### src/rtl/elevator_controller.sv
// Sequencing FSM for an 8-floor single-car elevator: latches calls, picks a
// direction by the above/below pending-call rule and steps the car on a timer.
module elevator_controller #(
  parameter int FLOOR_TICKS = 4,
  parameter int DOOR_TICKS  = 3,
  parameter int TIMER_W     = 8
) (
  input  logic       clk,
  input  logic       reset,
  input  logic [7:0] call_req,
  output logic [2:0] floor,
  output logic       door_open,
  output logic       moving_up,
  output logic       moving_down,
  output logic [7:0] calls_pending,
  output logic       arrived
);

  typedef enum logic [1:0] {IDLE, MOVE, DOOR} state_t;

  localparam logic [TIMER_W-1:0] FLOOR_LOAD = TIMER_W'(FLOOR_TICKS - 1);
  localparam logic [TIMER_W-1:0] DOOR_LOAD  = TIMER_W'(DOOR_TICKS - 1);

  state_t             state, state_nx;
  logic [2:0]         floor_nx, step_floor;
  logic [7:0]         calls, calls_nx, clr, req_eff;
  logic [7:0]         above, below, beyond;
  logic [3:0]         n_above, n_below;
  logic [TIMER_W-1:0] timer, timer_nx;
  logic               dir, dir_nx, dir_valid, dir_valid_nx, arrived_nx;

  function automatic logic [3:0] count_ones(input logic [7:0] v);
    logic [3:0] n;
    n = '0;
    for (int i = 0; i < 8; i++) n = n + {3'b000, v[i]};
    return n;
  endfunction

  // Pending calls split around the car, and the floor one step ahead in dir.
  always_comb begin
    above      = '0;
    below      = '0;
    beyond     = '0;
    step_floor = floor;
    if (dir && floor != 3'd7)
      step_floor = floor + 3'd1;
    else if (!dir && floor != 3'd0)
      step_floor = floor - 3'd1;
    for (int i = 0; i < 8; i++) begin
      above[i]  = calls[i] && (3'(i) > floor);
      below[i]  = calls[i] && (3'(i) < floor);
      beyond[i] = calls[i] && (dir ? (3'(i) > step_floor) : (3'(i) < step_floor));
    end
    n_above = count_ones(above);
    n_below = count_ones(below);
  end

  always_comb begin
    state_nx     = state;
    floor_nx     = floor;
    timer_nx     = timer;
    dir_nx       = dir;
    dir_valid_nx = dir_valid;
    arrived_nx   = 1'b0;
    clr          = '0;
    req_eff      = call_req;
    case (state)
      IDLE: begin
        // A call for the floor the car already sits at opens the door at once.
        if (calls[floor] || call_req[floor]) begin
          state_nx   = DOOR;
          timer_nx   = DOOR_LOAD;
          clr[floor] = 1'b1;
        end else if ((above | below) != 8'd0) begin
          if (dir_valid)
            dir_nx = dir ? (above != 8'd0) : (below == 8'd0);
          else
            dir_nx = (n_above >= n_below);
          dir_valid_nx = 1'b1;
          state_nx     = MOVE;
          timer_nx     = FLOOR_LOAD;
        end
      end
      MOVE: begin
        if (timer != '0) begin
          timer_nx = timer - TIMER_W'(1);
        end else begin
          floor_nx   = step_floor;
          arrived_nx = (step_floor != floor);
          if (calls[step_floor]) begin
            state_nx        = DOOR;
            timer_nx        = DOOR_LOAD;
            clr[step_floor] = 1'b1;
          end else if (beyond != 8'd0) begin
            timer_nx = FLOOR_LOAD;
          end else begin
            state_nx = IDLE;
          end
        end
      end
      DOOR: begin
        // Pressing the current floor again holds the door instead of queueing.
        if (call_req[floor]) begin
          req_eff[floor] = 1'b0;
          timer_nx       = DOOR_LOAD;
        end else if (timer != '0) begin
          timer_nx = timer - TIMER_W'(1);
        end else begin
          state_nx = IDLE;
        end
      end
      default: state_nx = IDLE;
    endcase
    calls_nx = (calls | req_eff) & ~clr;
  end

  always_ff @(posedge clk) begin
    if (reset) begin
      state     <= IDLE;
      floor     <= 3'd0;
      calls     <= 8'd0;
      timer     <= '0;
      dir       <= 1'b1;
      dir_valid <= 1'b0;
      arrived   <= 1'b0;
    end else begin
      state     <= state_nx;
      floor     <= floor_nx;
      calls     <= calls_nx;
      timer     <= timer_nx;
      dir       <= dir_nx;
      dir_valid <= dir_valid_nx;
      arrived   <= arrived_nx;
    end
  end

  assign door_open     = (state == DOOR);
  assign moving_up     = (state == MOVE) && dir;
  assign moving_down   = (state == MOVE) && !dir;
  assign calls_pending = calls;

endmodule

### config.mk
export PLATFORM = sky130hd
export DESIGN_NAME = elevator_controller
export DESIGN_NICKNAME = d
export VERILOG_FILES = /design/src/rtl/elevator_controller.sv
export SDC_FILE = /design/constraint.sdc
export NUM_CORES = 1
export LEC_CHECK = 0
export CAP_MARGIN = 20
export CORE_MARGIN = 1.5
export CORE_UTILIZATION = 45
export CTS_CLUSTER_DIAMETER = 100
export DETAILED_ROUTE_END_ITERATION = 10
export GPL_TIMING_DRIVEN = 0
export PLACE_DENSITY = 0.68
export SYNTH_ARGS = -nofsm -noshare
export SYNTH_HDL_FRONTEND = slang
export SYNTH_SLANG_ARGS = --single-unit
export TNS_END_PERCENT = 5
### constraint.sdc
create_clock -name clk -period 3.9 [get_ports clk]
set_input_delay 0.39 -clock clk [delete_from_list [all_inputs] [get_ports clk]]
set_output_delay 0.39 -clock clk [all_outputs]
set_load 0.01 [all_outputs]
==> summary.md, run 1 <==
| Metric | Value |
|---|---|
| Clock latency on the worst-skew pair | 270 ps |
| WP data required | 4050 ps |
| CP startpoint kind | flop |
| Unrepaired setup endpoints after global routing | true |
| Most frequent CP cell | fa_1 |
| GR Overflow Total | 0 |
| Peak VDD IR | 0.000609 V |
| Total number of vias | 2614 |
| Final HPWL DP | 5.59 mm |
| Core Area | 5570 um2 |
| Tcrit/Tclk final | 99.8% |
| Inserted Clock Buffers | 3 |
| Fin. Hold Viols | 0 |
| Synth Flop Type | dfxtp_1 |
| Global-route wire length before repair | 12.4 mm |
| Antenna violations before repair | 0 |
| Cells along the critical path | buf_6 > buf_2 > a21oi_2 > nand3b_1 > fa_1 > fa_1 > fa_2 > fa_1 > inv_1 > ha_1 > a21o_1 > a211oi_2 > o21a_1 > o21ai_1 |
| Register area share after synthesis | 18.2% |
| Combinational fraction of design power | 76.3% |
| P&R area growth vs syn | 20.4% |
| Async S/R FF share, synth | 0% |
| Number of global-route vias before repair | 2477 |
| Final ANT Viol Nets | 0 |
| Most frequent cells in the layout | 29 x a21oi_1, 23 x clkdlybuf4s50_1, 22 x nand2_1 |
| Post-synthesis mux area share | 6.40% |
| Internal | 1140 uW |
| Worst EP arrival | 4040 ps |
| # rows | 27 |
| Flop pwr share | 15.8% |
| CTS H-Tree Depth | 1 |
| Area share of fa/ha/maj cells after synthesis | 13.2% |
| Sw Pwr | 1130 uW |
| Worst path top cell family by delay | adder cells |
| Worst path bufs/invs | 3 |
| Worst setup EP type | flop |
| Leakage | 0.00121 uW |
| Final nets | 384 |
| Final min period | 3890 ps |
| Sw Share | 49.9% |
| Fmax | 257 MHz |
| Hold Crit Class | reg2reg |
| Number of synthesized flops with an enable pin | 0 |
| Placer Congestion | 0.905 |
| Worst setup startpoint | floor[1] |
| Xor-xnor portion of the synthesized cell area | 0.995% |
| Setup total negative slack | 0 ps |
| Synth top area share | 18.2% |
| Max-cap violations | 0 |
| Synthesized Nets | 348 |
| Clock tree sinks | 24 |
| WL final | 7.51 mm |
| Height of the die | 79.6 um |
| Rel. slew slack | 45.8% |
| Compound-gate portion of the synthesized area | 28.7% |
| Syn Std Cell Area | 2640 um2 |
| CTS tree | done |
| N_diodes | 0 |
| Post-synthesis area per instance | 8.38 um2 |
| Syn Inst Count | 315 |
| Vias per inst | 6.19 |
| I/O Pins | 25 |
| Chip width | 79.6 um |
| Die area | 6340 um2 |
| Starting Density | 47.4% |
| Yosys cell types | 78 |
| Placed Instances | 410 |
| Fin cells | 422 |
| Largest net degree at the start of global routing | 14 |
| Filler Cell Count | 526 |
| Crit path largest cell delay | 570 ps |
| Drt first-iter violations | 307 |
| Simple-gate share of the synthesized area | 24.3% |
| Cts hold-fix bufs | 0 |
| Crit Path Class | reg2reg |
| Synth warn | 0 |
| WL per Instance | 17.8 um |
| Clk buf depth | 2 |
| Worst Path Max Fanout | 10 |
| Max-slew violation count | 0 |
| Worst-path clk slew | 90 ps |
| Number of remaining DRC errors | 0 |
| Main combinational cell family by area after synthesis | compound AO/OA/AOI/OAI gates |
| CP max stage cell | fa_1 |
| Root buffer cell | clkbuf_8 |
| Reg2Reg Setup Slack | 7 ps |
| Number of I/O port buffers | 23 |
| Total global-route track usage | 25.0% |
| FF+latch count, synth | 24 |
| Pwr dens | 714 nW/um2 |
| Final setup fails | 0 |
| Area contributors post-synth | dfxtp_1 18%, ha_1 7.1%, fa_1 6.1% |
| Reg-to-reg startpoint | floor[1] |
| Hold path startpoint | timer[1] |
| Clock share of power | 7.8% |
| Most common cell after layout, fill and taps aside | a21oi_1 |
| Slew @ Worst Pin | 810 ps |
| Area leader, netlist | dfxtp_1 |
| Status | complete, no violations |
| Router iterations before antenna repair | 5 |
| Layout cells sized above 1 | 21.1% |
| Clock skew | 5.60 ps |
final timing paths:
kind              endpoint  cells past startpoint
setup / recovery       dir                     14
hold / removal    timer[1]                      2
setup reg to reg       dir                     14
hold reg to reg   timer[1]                      2
metrics by stage:
| stage | total power (uW) | setup WS, ps | utilization [%] | instance area (um2) | hold WS (ps) |
|---|---|---|---|---|---|
| after floorplan | 1570 | 9.30 | - | 2660 | 462 |
| after global placement | 1930 | -320 | 53.4 | 2980 | 484 |
| after detailed placement | 1950 | -322 | 53.4 | 2980 | 485 |
| after CTS | 2230 | 8.34 | 56.7 | 3160 | 498 |
| after global routing | 2470 | -85.5 | 57.0 | 3180 | 517 |
| final | 2270 | 7.10 | 57.0 | 3180 | 499 |
power by group through the flow:
stage	logic (uW)	clock network (uW)	registers (uW)
finish	1730	178	359
global placement	1570	0	365
CTS	1690	179	358
global route	1910	188	368
floorplan	1220	0	357
detailed placement	1590	0	365
worst reg2reg max path, stage by stage, from the launching register on:
cell and delay [ps]:
dfxtp_2 340, buf_6 150, buf_2 210, a21oi_2 200, nand3b_1 140, fa_1 570, fa_1 430, fa_2 350
fa_1 480, inv_1 40, ha_1 280, a21o_1 160, a211oi_2 180, o21a_1 150, o21ai_1 70
synthesized netlist by cell type (6+ instances only):
master	instances
ha_1	15
a21oi_1	30
inv_1	17
nor3_1	7
nand2_1	24
clkbuf_1	6
nand3_1	12
o21ai_0	11
buf_2	6
nand2b_1	7
or3_1	6
fa_1	8
a211oi_1	6
dfxtp_1	24
nor2_1	22
registers in the layout, summed over array words and instances, names as in the netlist:
register and flops:
dir_valid 1, arrived 1, floor 3, dir 1
timer 8, calls_pending 8, state 2
layer usage:
metal	up-vias	GRT usage, %	routed length, um
met5	-	0	0
met4	0	5.09	87
met3	13	3.54	536
met2	127	38.9	3360
met1	1235	36.5	3530
li1	1239	-	-
what timing repair did:
item,CTS,global route
endpoints found under the setup margin,1,1
setup buffers,7,1
cloned,0,0
gates resized for setup,23,4
pin swaps,2,4
cell type report:
cell class / count / area, um2 / area share (%)
plain buffers: 23 / 165 / 5.20
clock buffers: 4 / 55.1 / 1.73
inverters: 19 / 82.6 / 2.60
multi-input cells: 249 / 2010 / 63.2
flip-flops and latches: 24 / 487 / 15.3
well taps: 72 / 90.1 / 2.83
repair buffers: 31 / 290 / 9.13
cells by family after synthesis:
logic type,after synthesis
muxes,10
DFF,24
adders and majority gates,23
xor gates and xnor gates,3
and+or+nand+nor,113
AOI/OAI and AO/OA,100
buffers and inverters,42
No activity file was read; power rests on OpenSTA's default activity.
==> inputs of run 2 (changes only) <==
ABC_CLOCK_PERIOD_IN_PS = 3900   (was default)
PLACE_DENSITY = default   (was 0.68)
PLACE_DENSITY_LB_ADDON = 0.25   (was default)
==> run 2 against run 1 <==
The flow now finishes with violations (setup timing). Clock skew decreased by 4.2 ps. Core utilization increased by 0.47 points. Worst setup slack got worse by 30 ps. Clock power decreased by 11%. Non-clock buffer count increased by 3. Total power increased by 0.76%. Cell count increased by 0.71%. Sequential cell count unchanged. Global-route usage increased by 0.16 points. Clock-buffer cell count unchanged. Critical endpoint unchanged.
==> summary.md, run 2 (synthesis results as in run 1) <==
| Metric | Value |
|---|---|
| Final Core Density | 57.5% (+0.47 points) |
| Drt first-iter violations | 216 (-30%) |
| Inserted Clock Buffers | 3 (unchanged) |
| Number of remaining DRC errors | 0 (unchanged) |
| Crit path largest cell delay | 570 ps (about the same) |
| WL per Instance | 18.0 um (+1.4%) |
| Internal | 1130 uW (-0.47%) |
| Clk buf depth | 2 (unchanged) |
| Fmax | 255 MHz (-0.76%) |
| Clock skew | 1.44 ps (-4.16 ps) |
| Worst EP arrival | 4080 ps (+40 ps) |
| Flop pwr share | 15.7% (about the same) |
| Total global-route track usage | 25.1% (+0.16 points) |
| Sw Pwr | 1150 uW (+2.0%) |
| Cell area after layout | 3200 um2 (+0.83%) |
| Clock share of power | 7.0% (-0.8 points) |
| Failing checks | setup timing |
| Post-placement cell area | 2980 um2 (unchanged) |
| Core Area | 5570 um2 (unchanged) |
| Reg-to-reg startpoint | floor[0] |
| Final min period | 3920 ps (+29.9 ps) |
| GR Overflow Total | 0 (unchanged) |
| Antenna violations before repair | 0 (unchanged) |
| Unrepaired setup endpoints after global routing | true |
| Final worst slack | -22.8 ps (-29.9 ps) |
| N_diodes | 0 (unchanged) |
| Design Power | 2280 uW (+0.76%) |
| Worst Path Max Fanout | 6 (-4) |
| CP startpoint kind | flop |
| # rows | 27 (unchanged) |
| P&R area growth vs syn | 21.4% |
| Sw Share | 50.5% (+0.61 points) |
| Peak VDD IR | 0.000540 V (-11%) |
| Final ANT Viol Nets | 0 (unchanged) |
| Cells along the critical path | buf_8 > or2_2 > nor2_4 > nand2_2 > fa_1 > fa_1 > fa_2 > fa_1 > inv_1 > ha_1 > a21o_1 > a211oi_2 > o21a_1 > o21ai_2 |
| Chip width | 79.6 um (unchanged) |
| WL final | 7.67 mm (+2.1%) |
| Hold path startpoint | timer[1] |
| Leakage | 0.00123 uW (+1.5%) |
| Cts hold-fix bufs | 0 (unchanged) |
| Rel. slew slack | 45.6% (-0.19 points) |
| Tcrit/Tclk final | 101% (+0.77 points) |
| Worst-path clk slew | 90 ps (about the same) |
| Reg2Reg Setup Slack | -20 ps (-30 ps) |
| Layout cells sized above 1 | 22.4% (+1.2 points) |
| Hold Crit Class | reg2reg |
| Starting Density | 47.4% (unchanged) |
| Number of I/O port buffers | 23 (unchanged) |
| Max-slew violation count | 0 (unchanged) |
| Total number of vias | 2648 (+1.3%) |
| CTS H-Tree Depth | 1 (unchanged) |
| Clock latency on the worst-skew pair | 270 ps (about the same) |
| Reg2reg path depth | 14 (unchanged) |
| Most frequent CP cell | fa_1 |
| Height of the die | 79.6 um (unchanged) |
| Combinational fraction of design power | 77.3% (+1.0 points) |
| Placer Congestion | 0.931 (+2.9%) |
| Number of global-route vias before repair | 2513 (+1.5%) |
| Global-route wire length before repair | 12.4 mm (-0.22%) |
| CTS tree | done |
| Hold Path Depth | 2 (unchanged) |
| Die area | 6340 um2 (unchanged) |
| Most common cell after layout, fill and taps aside | a21oi_1 |
| Critical R2R Capture | dir |
| Slew @ Worst Pin | 812 ps (+2.78 ps) |
| Final setup fails | 1 (+1) |
| Largest net degree at the start of global routing | 14 (unchanged) |
| Status | finished, violations left |
| Vias per inst | 6.23 (+0.59%) |
| Clock tree sinks | 24 (unchanged) |
| Crit Path Class | reg2reg |
| Max-cap violations | 0 (unchanged) |
| Pwr dens | 713 nW/um2 (about the same) |
| WHS Endpoint | timer[1] |
| Worst setup EP type | flop |
| Most frequent cells in the layout | 29 x a21oi_1, 23 x clkdlybuf4s50_1, 22 x nand2_1 |
| WP data required | 4060 ps (about the same) |
| CP max stage cell | fa_1 |
| Setup slack after placement | -402 ps (-80.5 ps) |
| Final HPWL DP | 5.69 mm (+1.9%) |
| Fin. Hold Viols | 0 (unchanged) |
| Final nets | 387 (+0.78%) |
| Root buffer cell | clkbuf_8 |
| I/O Pins | 25 (unchanged) |
| Router iterations before antenna repair | 5 (unchanged) |
run 2: critical path: cells and delay by family (launching register included):
| kind | cells | cell delay (ps) |
|---|---|---|
| AOI/OAI and AO/OA | 4 | 570 |
| adders and majority gates | 5 | 2120 |
| buffers and inverters | 2 | 170 |
| DFF | 1 | 360 |
| and+or+nand+nor | 3 | 570 |
run 2: what timing repair did:
item                                    in CTS  in global routing
endpoints found under the setup margin       1                  1
buffers inserted                            10                  1
gates cloned                                 0                  0
pin swaps                                    7                  5
resized for setup                           24                  5
run 2: routing by layer:
metal	part of all wire, %	vias to the layer above	routed length, um	global-route usage [%]
li1	-	1251	-	-
met1	47	1260	3590	35.0
met2	45	119	3440	38.9
met3	5.8	18	446	3.54
met4	2.6	0	199	10.2
met5	0	-	0	0
run 2: cell type report:
class,count,area [um2]
Fill cell,516,2370
Buffer,23,165
Timing Repair Buffer,34,313
Sequential cell,24,487
Tap cell,72,90.1
Multi-Input combinational cell,249,2020
Clock buffer,4,45.0
Inverter,19,80.1
run 2: worst max path at each step:
stage / startpoint / end / depth (start not counted)
after floorplan: floor[0] / dir / 15
after global placement: floor[0] / dir / 15
after detailed placement: floor[0] / dir / 15
after CTS: floor[0] / dir / 14
after global routing: floor[0] / dir / 14
final: floor[0] / dir / 14
run 2: power groups by stage:
stage	Combinational (uW)	Clock, uW	Sequential [uW]
2_1_floorplan	1220	0	357
3_3_place_gp	1570	0	364
3_5_place_dp	1590	0	365
4_1_cts	1710	161	358
5_1_grt	1930	171	366
6_report	1770	159	360
run 2: metrics by stage:
stage / hold WS (ps) / TNS (ps) / std cells
finish: 497 / -22.8 / 425
global route: 528 / -112 / 425
CTS: 503 / 0 / 424
detailed placement: 489 / -402 / 410
global placement: 479 / -302 / 410
floorplan: 462 / 0 / 315
==> inputs of run 3 (changes only) <==
CORE_UTILIZATION = 52   (was 45)
==> run 3 against run 2 <==
The flow still finishes with violations (setup timing). Worst setup slack gained 17 ps. Sequential share of layout area shrank 0.15 points. Final area grew 1.0%. Non-clock buffer count grew 1. Clock-buffer cell count is the same. First-iteration DRC count grew 13%. Sequential power grew 1%. Core utilization grew 9.7 points. Largest cell class unchanged.
==> summary.md, run 3 (synthesis results as in run 1) <==
| Metric | Value |
|---|---|
| Final worst slack | -5.84 ps (+16.9 ps) |
| Chip width | 74.3 um (-6.7%) |
| Pwr dens | 725 nW/um2 (+1.7%) |
| # rows | 25 (-7.4%) |
| Global-route wire length before repair | 13.1 mm (+5.6%) |
| Area of the multi-input gates | 2020 um2 (unchanged) |
| P&R area growth vs syn | 22.6% |
| Final HPWL DP | 5.68 mm (-0.16%) |
| Height of the die | 74.3 um (-6.7%) |
| CP max stage cell | fa_1 |
| Number of remaining DRC errors | 0 (unchanged) |
| Starting Density | 54.8% (+7.4 points) |
| Status | finished, violations left |
| Fmax | 256 MHz (+0.43%) |
| Failing checks | setup timing |
| Post-placement cell area | 2970 um2 (-0.21%) |
| Core Area | 4820 um2 (-14%) |
| Worst setup startpoint | floor[0] |
| CP startpoint kind | flop |
| Met1 Resource Use GR | 41.9% (+6.9 points) |
| Crit path largest cell delay | 560 ps (about the same) |
| Reg2reg path depth | 15 (+1) |
| Fin. Hold Viols | 0 (unchanged) |
| Critical R2R Capture | dir |
| Final ANT Viol Nets | 0 (unchanged) |
| Inserted Clock Buffers | 3 (unchanged) |
| Die area | 5510 um2 (-13%) |
| Final nets | 388 (+0.26%) |
| Clk buf depth | 2 (unchanged) |
| Drt first-iter violations | 244 (+13%) |
| Root buffer cell | clkbuf_8 |
| Final setup fails | 1 (unchanged) |
| Number of global-route vias before repair | 2577 (+2.5%) |
| Worst Setup EP | dir |
| Leakage | 0.00125 uW (+1.6%) |
| Number of I/O port buffers | 23 (unchanged) |
| Slew @ Worst Pin | 782 ps (-29.9 ps) |
| Worst Path Max Fanout | 5 (-1) |
| CTS tree | done |
| Clock tree sinks | 24 (unchanged) |
| Worst-path clk slew | 90 ps (about the same) |
| Placer Congestion | 0.940 (+0.98%) |
| GR Overflow Total | 0 (unchanged) |
| Max-slew violation count | 0 (unchanged) |
| Cell area after layout | 3240 um2 (+1.0%) |
| Peak VDD IR | 0.000599 V (+11%) |
| Clock latency on the worst-skew pair | 280 ps (about the same) |
| Worst EP arrival | 4080 ps (about the same) |
| Layout cells sized above 1 | 22.6% (+0.22 points) |
| Most frequent cells in the layout | 29 x a21oi_1, 23 x clkdlybuf4s50_1, 22 x nand2_1 |
| Antenna violations before repair | 0 (unchanged) |
| WP data required | 4070 ps (about the same) |
| Hold WS | 518 ps (+21.4 ps) |
| Hold Crit Class | reg2reg |
| Worst setup EP type | flop |
| I/O Pins | 25 (unchanged) |
| N_diodes | 0 (unchanged) |
| Filler Cell Count | 401 (-22%) |
| Cts hold-fix bufs | 0 (unchanged) |
| Router iterations before antenna repair | 5 (unchanged) |
| Final min period | 3910 ps (-16.9 ps) |
| Reg-to-reg startpoint | floor[0] |
| Unrepaired setup endpoints after global routing | true |
| Setup total negative slack | -5.84 ps (+16.9 ps) |
| Max-cap violations | 0 (unchanged) |
| Met2 GRT Util | 49.8% (+11 points) |
| Cells along the critical path | buf_8 > buf_4 > or2_4 > nor2_4 > nand2_2 > fa_1 > fa_1 > fa_2 > fa_1 > inv_1 > ha_1 > a21o_1 > a211oi_2 > o21a_1 > o21ai_2 |
| Total number of vias | 2747 (+3.7%) |
| Reg2Reg Setup Slack | -6 ps (+20 ps) |
| Total global-route track usage | 31.1% (+6.0 points) |
| Clock skew | 7.57 ps (+6.13 ps) |
| Most frequent CP cell | fa_1 |
| CTS H-Tree Depth | 1 (unchanged) |
| Met3 Track Usage GR | 5.28% (+1.7 points) |
| Crit Path Class | reg2reg |
| WL final | 8.07 mm (+5.2%) |
| Most common cell after layout, fill and taps aside | a21oi_1 |
| Layer with the highest usage | met2 |
| Area occupied by registers | 487 um2 (unchanged) |
| Tcrit/Tclk final | 100% (-0.43 points) |
| Largest net degree at the start of global routing | 14 (unchanged) |
| Vias per inst | 6.52 (+4.7%) |
| WL per Instance | 19.2 um (+6.2%) |
| Rel. slew slack | 47.6% (+2.0 points) |
-- run 3: worst min-delay path by stage --
stage | endpoint | startpoint | depth (start not counted) | slack [ps]
floorplan | timer[2] | timer[2] | 2 | 460
global placement | timer[1] | timer[1] | 2 | 480
detailed placement | timer[2] | timer[2] | 2 | 500
CTS | timer[7] | timer[7] | 2 | 510
global route | timer[2] | timer[2] | 2 | 540
finish | timer[2] | timer[2] | 2 | 520
-- run 3: layer usage --
layer	vias up	share of wire, %
li1	1253	-
met1	1312	44
met2	150	44
met3	32	7.6
met4	0	4.5
met5	-	0
-- run 3: area by class of cell --
class,count,share of cell area (%)
plain buffers,23,5.41
clock buffers,4,1.70
inverters,19,2.71
multi-input cells,249,62.5
flip-flops and latches,24,15.0
well taps,67,2.59
repair buffers,35,10.0
-- run 3: stage by stage --
step / power [uW] / util (%) / setup WS (ps) / std cells
after floorplan: 1570 / - / 9.30 / 315
after global placement: 1920 / 61.6 / -298 / 405
after detailed placement: 1960 / 61.6 / -329 / 405
after CTS: 2280 / 66.6 / -17.9 / 421
after global routing: 2520 / 67.2 / -95.3 / 421
final: 2350 / 67.2 / -5.84 / 421
-- run 3: repair_timing --
item	CTS	global route
pin swaps	11	5
setup endpoints to repair	1	1
resized for setup	28	6
buffers inserted	12	0
gates cloned	0	0
hold endpoints to repair	0	0
-- run 3: where the power goes --
group	total, uW	internal, uW	switching [uW]
clock	181	90.6	90.6
sequential	364	302	61.6
combinational	1800	777	1020
total	2350	1170	1180
-- run 3: critical path: cells and delay by family, from the launching register on --
family / cells / cell delay, ps
AND/OR/NAND/NOR: 3 / 450
adder cells (fa/ha/maj): 5 / 2100
buffers and inverters: 3 / 310
AO/OA/AOI/OAI: 4 / 580
flip-flops: 1 / 370
